File: config.mk
export PLATFORM = sky130hd
export DESIGN_NAME = pbit_array
export DESIGN_NICKNAME = d
export VERILOG_FILES = /design/src/rtl/pbit_array.sv
export SDC_FILE = /design/constraint.sdc
export NUM_CORES = 1
export LEC_CHECK = 0
export ABC_AREA = 1
export BUFFER_PORTS_ARGS = -buffer_cell sky130_fd_sc_hd__clkbuf_2
export CAP_MARGIN = 10
export CORE_MARGIN = 4
export CORE_UTILIZATION = 36
export CTS_CLUSTER_DIAMETER = 80
export DETAILED_ROUTE_END_ITERATION = 8
export SYNTH_ARGS = -nofsm -noshare
export SYNTH_HDL_FRONTEND = slang
export SYNTH_SLANG_ARGS = --single-unit
File: constraint.sdc
create_clock -name clk -period 3.05 [get_ports clk]
set_clock_uncertainty 0.1 [all_clocks]
set_input_delay 0.1525 -clock clk [delete_from_list [all_inputs] [get_ports clk]]
set_output_delay 0.1525 -clock clk [all_outputs]
set_load 0.01 [all_outputs]
File: src/rtl/pbit_array.sv
// rtl/pbit_array.sv - array of LFSR-driven probabilistic bits with parallel/sequential update
module pbit_array #(
    parameter int          N       = 4,
    parameter int          A_W     = 8,
    parameter logic [7:0]  SEED_LO = 8'hA5,
    localparam int         IDX_W   = (N > 1) ? $clog2(N) : 1
) (
    input  logic                 clk,
    input  logic                 reset,
    input  logic                 en,
    input  logic                 mode,
    input  logic [N*A_W-1:0]     act,
    input  logic [2*N-1:0]       shift,
    output logic [N-1:0]         out,
    output logic                 upd_valid,
    output logic [IDX_W-1:0]     upd_idx,
    output logic                 sweep_done,
    output logic [15:0]          sweep_cnt
);
    localparam logic [IDX_W-1:0] LAST = IDX_W'(N - 1);

    logic [15:0]      q [N];
    logic [A_W-1:0]   sh_now [N];
    logic [A_W-1:0]   s1_sh [N];
    logic             s1_valid;
    logic             s1_mode;
    logic [IDX_W-1:0] s1_idx;
    logic [IDX_W-1:0] idx;
    logic [N-1:0]     cmp;
    logic             sweep_hit;

    // Left shifts clamp to all-ones instead of wrapping.
    function automatic logic [A_W-1:0] shift_act(input logic [A_W-1:0] a, input logic [1:0] c);
        logic [A_W+1:0] w;
        w = {2'b00, a};
        case (c)
            2'b00:   w = {2'b00, a};
            2'b01:   w = {2'b00, a} >> 1;
            2'b10:   w = {2'b00, a} << 1;
            default: w = {2'b00, a} << 2;
        endcase
        return (w[A_W+1:A_W] != 2'b00) ? {A_W{1'b1}} : w[A_W-1:0];
    endfunction

    function automatic logic [15:0] lfsr_next(input logic [15:0] v);
        return {v[14:0], v[15] ^ v[13] ^ v[12] ^ v[10]};
    endfunction

    always_comb begin
        for (int i = 0; i < N; i++) begin
            sh_now[i] = shift_act(act[i*A_W +: A_W], shift[2*i +: 2]);
            cmp[i]    = s1_sh[i] < q[i][A_W-1:0];
        end
        sweep_hit = s1_valid && (!s1_mode || (s1_idx == LAST));
    end

    always_ff @(posedge clk) begin
        if (!reset) begin
            out        <= '0;
            upd_valid  <= 1'b0;
            upd_idx    <= '0;
            sweep_done <= 1'b0;
            sweep_cnt  <= '0;
            idx        <= '0;
            s1_valid   <= 1'b0;
            s1_mode    <= 1'b0;
            s1_idx     <= '0;
            for (int i = 0; i < N; i++) begin
                q[i]     <= {8'(i), SEED_LO};
                s1_sh[i] <= '0;
            end
        end else begin
            upd_valid  <= 1'b0;
            sweep_done <= 1'b0;
            if (en) begin
                for (int i = 0; i < N; i++) begin
                    q[i]     <= lfsr_next(q[i]);
                    s1_sh[i] <= sh_now[i];
                end
                s1_valid <= 1'b1;
                s1_mode  <= mode;
                s1_idx   <= mode ? idx : '0;
                idx      <= (mode && idx != LAST) ? idx + 1'b1 : '0;
                // Stage 2 uses the mode captured with the item, not the live input.
                if (s1_valid) begin
                    upd_valid  <= 1'b1;
                    sweep_done <= sweep_hit;
                    if (!s1_mode) begin
                        out     <= cmp;
                        upd_idx <= '0;
                    end else begin
                        out[s1_idx] <= cmp[s1_idx];
                        upd_idx     <= s1_idx;
                    end
                    if (sweep_hit && sweep_cnt != 16'hFFFF)
                        sweep_cnt <= sweep_cnt + 16'd1;
                end
            end
        end
    end
endmodule

== Word-level counts from Yosys, hierarchy flattened ==
Memory sizes are Yosys's and may differ from the RTL's.
Index checks and enable logic that the tools add are counted.

* Bits in registers: 30
* Bits in latches: 0
* Memory bits (writable): 96
* ROM bits: 0
* Input port bits: 44
* Output and inout bits: 24
* Logic and storage cells: 98
* Memories kept: 2

{| class="wikitable"
|+ Memories
! memory !! words !! bits a word !! rd ports !! clocked after memory_dff !! write ports !! RTL line !! RTL
|-
| q || 4 || 16 || 4 || 0 || 4 || 22 || <nowiki>logic [15:0] q [N];</nowiki>
|-
| s1_sh || 4 || 8 || 4 || 0 || 4 || 24 || <nowiki>logic [A_W-1:0] s1_sh [N];</nowiki>
|}

* $add $sub $neg: 2
* Multipliers: 0
* Divide/modulo/power cells: 0
* Magnitude comparators: 6
* Eq/ne operators: 11
* Shift operators: 0
* Mux-type cells: 30
* Bitwise operators: 20
* Reduce and logical (&&, ||, !) cells: 18

{| class="wikitable"
|+ Operators by type and width
! cell !! number
|-
| $pmux W10 S3 || 4
|-
| $mux W16 || 4
|-
| $mux W8 || 8
|-
| $lt A8 B8 Y1 || 4
|-
| $add A16 B1 Y16 const B || 1
|-
| $ne A16 B16 Y1 const B || 1
|-
| $xor A1 B1 Y1 || 12
|-
| $eq A2 B2 Y1 const B || 5
|-
| $eq A2 B1 Y1 const B || 4
|-
| $logic_not A2 Y1 || 4
|-
| $or A1 B1 Y1 || 8
|-
| $reduce_bool A2 Y1 || 4
|-
| $mux W1 || 7
|-
| $mux W2 || 3
|-
| $reduce_and A3 Y1 || 2
|-
| $bwmux W4 || 1
|-
| $logic_and A1 B1 Y1 || 4
|-
| $mux W4 || 1
|-
| $reduce_and A2 Y1 || 2
|-
| $lt A2 B3 Y1 const B || 1
|-
| $add A2 B1 Y2 const B || 1
|-
| $bmux W1 S2 || 1
|-
| $demux W1 S2 || 1
|-
| $ge A2 B1 Y1 const B || 1
|-
| 3 further kinds || 3
|}

== Logic depth before layout (Yosys ltp) ==
* Word-level depth: 6
* Depth in mapped cells: 11
* Mapped depth without buffers: 11

== Worst setup path after synthesis ==
OpenSTA, ideal clock, no wires.

* Path kind: input-to-reg
* Start point: input reset
* End point: memory q[0][0], enable pin
* Setup time: 920 ps
* Arrival time: 2045 ps
* Data required time: 2030 ps
* Setup slack: -14 ps
* Stages: 2
* Buffers on the path: 1
* Cells stage by stage: clkbuf_1 nand2_1

{| class="wikitable"
|+ RTL lines
! what !! RTL line !! RTL
|-
| start: declaration || 9 || <nowiki>input logic reset,</nowiki>
|-
| end: declaration || 22 ||
|}

==> flow_metrics.env <==
export IMPL_tightest_slew_ns=0.546
export IMPL_drtAntennaViolNets=0
export IMPL_syn_num_nets=811
export IMPL_holdBufCountCts=2
export IMPL_final_cell_mix="172 x nand2_1, 130 x inv_1, 96 x edfxtp_1"
export IMPL_tns_ns=0
export IMPL_clkSlewWorstSetupHoldPaths_ns=0.05
export IMPL_worstSetupStartpointType="input port"
export IMPL_grt_usage_pct=13.0
export IMPL_worstSetupStartpoint="en"
export IMPL_grt_max_degree=79
export IMPL_rows=48
export IMPL_power_total_w=0.00449
export IMPL_crit_type="in2reg"
export IMPL_avgSynthCellArea_um2=8.81
export IMPL_die_area_mm2=0.0203
export IMPL_post_cts_resize_count=0
export IMPL_final_nets=888
export IMPL_routabilityCongestion=0.852
export IMPL_fp_dieH_um=142
export IMPL_fin_crit_ns=1.87
export IMPL_clockRootBuffer="clkbuf_16"
export IMPL_synthesis_area_mm2=0.00650
export IMPL_r2r_start="sweep_cnt[0]$_SDFFE_PN0P_"
export IMPL_viasPerCell=4.67
export IMPL_remaining_drc_errors=0
export IMPL_post_place_ws_ns=1.09
export IMPL_hp_class="in2reg"
export IMPL_clk_latency_ns=0.42
export IMPL_drt_iter0_drc=342
export IMPL_vdd_drop_max_uv=353
export IMPL_fin_crit_sh_pct=61.4
export IMPL_num_io_pins=68
export IMPL_worst_slack_ns=1.18
export IMPL_grt_pass1_vias=4557
export IMPL_relSlewSlack_pct=63.4
export IMPL_ys_types=33
export IMPL_h_tree_depth=4
export IMPL_hpwl_mm=8.44
export IMPL_r2r_cells=9
export IMPL_via_count=4913
export IMPL_die_w_um=142
export IMPL_core_area_mm2=0.0175
export IMPL_layout_drive_gt1_share_pct=13.4
export IMPL_setup_viol=0
export IMPL_layout_commonest_cell="nand2_1"
export IMPL_hold_viol=0
export IMPL_synth_cells=737
export IMPL_grt_overflow_total=0
export IMPL_worstPathMaxFanout=26
export IMPL_p_leak_nw=3.49
export IMPL_num_antenna_cells=0
export IMPL_wl_mm=12.6
export IMPL_fmax_mhz=534
export IMPL_grt_pass1_wl_mm=21.4
export IMPL_r2r_end="sweep_cnt[13]$_SDFFE_PN0P_"
export IMPL_grt_setup_unrepaired="false"
export IMPL_power_density_mw_per_mm2=581
export IMPL_holdPathStages=3
export IMPL_cts_tree="built"
export IMPL_cts_buffers=17
export IMPL_initial_core_util_pct=37.2
export IMPL_synth_ff_latch_count=126
export IMPL_worst_ep_arrival_time_ns=2.11
export IMPL_hold_ws_ns=0.0305
export IMPL_cts_setup_buffers=0
export IMPL_crit_path_end_kind="flip-flop"
export IMPL_drv_slew=0
export IMPL_clock_path_buffers=2
export IMPL_syn2layout_area_growth_pct=18.8
export IMPL_yosysSeqAreaShare_pct=53.6
export IMPL_fillers=1702
export IMPL_r2r_slack_ns=1.20
export IMPL_clock_sinks=126
export IMPL_io_buffers=67
export IMPL_max_cap_viol_count=0
export IMPL_hp_start="act[4]"
export IMPL_outcome="finished clean"
export IMPL_wl_per_cell_um=11.9
export IMPL_critPathRequiredTime_ns=3.29
export IMPL_hold_path_end="s1_sh[0][6]$_SDFFCE_PN0P_"
export IMPL_drt_pass1_iter_count=4
export IMPL_yosys_warnings=0
export IMPL_antenna_found_initial=0
logic make-up (layout without fill, tap and decap cells):
group	count (synthesis)	after routing	share of synthesized area (%)
AO/OA/AOI/OAI	132	132	11.9
XOR/XNOR	20	20	2.70
adder cells (fa/ha/maj)	30	30	5.78
buffers and inverters	146	236	8.76
flip-flops	126	126	53.6
AND/OR/NAND/NOR	283	283	17.2
metal layers:
metal / GRT usage [%] / wire, um / vias up
met2: 18.9 / 5350 / 103
met1: 18.4 / 6400 / 2221
li1: - / - / 2572
met4: 4.95 / 191 / 0
met3: 3.60 / 626 / 17
met5: 0 / 0 / -
cells in the mapped netlist, drive strengths merged:
cell,n,area share [%]
nor3,5,0.39
dfxtp,30,9.2
nand2,177,10
xnor2,11,1.5
inv,131,7.6
o22ai,8,0.77
clkinv,1,0.058
a41oi,13,1.8
edfxtp,96,44
nand3,9,0.77
o211ai,4,0.46
a31oi,7,0.67
or2,2,0.19
o21ai,20,1.5
o221ai,4,0.54
a21oi,75,6.1
ha,30,5.8
nand4,2,0.19
and2,1,0.096
nor2,87,5.1
clkbuf,7,0.40
buf,7,0.73
a221oi,1,0.13
xor2,9,1.2
state kept, by name, indices dropped and copies added, names as in the netlist, 2 cells and up:
register   cells
q             64
upd_idx        2
s1_idx         2
out            4
sweep_cnt     16
idx            2
s1_sh         32
worst max-delay path, cell delays in order:
cell	delay, ns
dlygate4sd3_1	0.53
clkbuf_2	0.14
nand2_2	0.27
inv_1	0.52
nand2_1	0.19
nor2_1	0.17
nand2_1	0.06
o21ai_0	0.06
power by group:
group	switching (W)	total, W	internal, W
clock network	0.000707	0.00206	0.00135
logic	0.000268	0.000420	0.000152
registers	0.0000443	0.00201	0.00197
total	0.00102	0.00449	0.00347
final cells by class:
type	count	area, um2	area share (%)
clock buffers	29	573	7.42
clock inverters	3	41.3	0.535
inverters	132	495	6.42
multi-input cells	465	2450	31.8
flip-flops and latches	126	3480	45.1
well taps	225	282	3.65
repair buffers	72	390	5.06
how the worst max path moves through the flow:
stage | to | slack [ns]
after global placement | idx[1]$_SDFFE_PN0P_ | 1.12
after detailed placement | idx[0]$_SDFFE_PN0P_ | 1.09
after floorplan | q[0][0]$_SDFFCE_PN1P_ | 0.98
after CTS | idx[0]$_SDFFE_PN0P_ | 1.16
final | idx[0]$_SDFFE_PN0P_ | 1.18
after global routing | idx[1]$_SDFFE_PN0P_ | 0.93
per-stage QoR:
step	instances	cell area, um2	utilization, %
after CTS	1052	7720	44.2
after detailed placement	1018	7080	40.5
after global placement	1018	7080	40.5
final	1052	7720	44.2
after global routing	1052	7720	44.2
after floorplan	737	6500	-
Power figures use the tool's default switching activity.
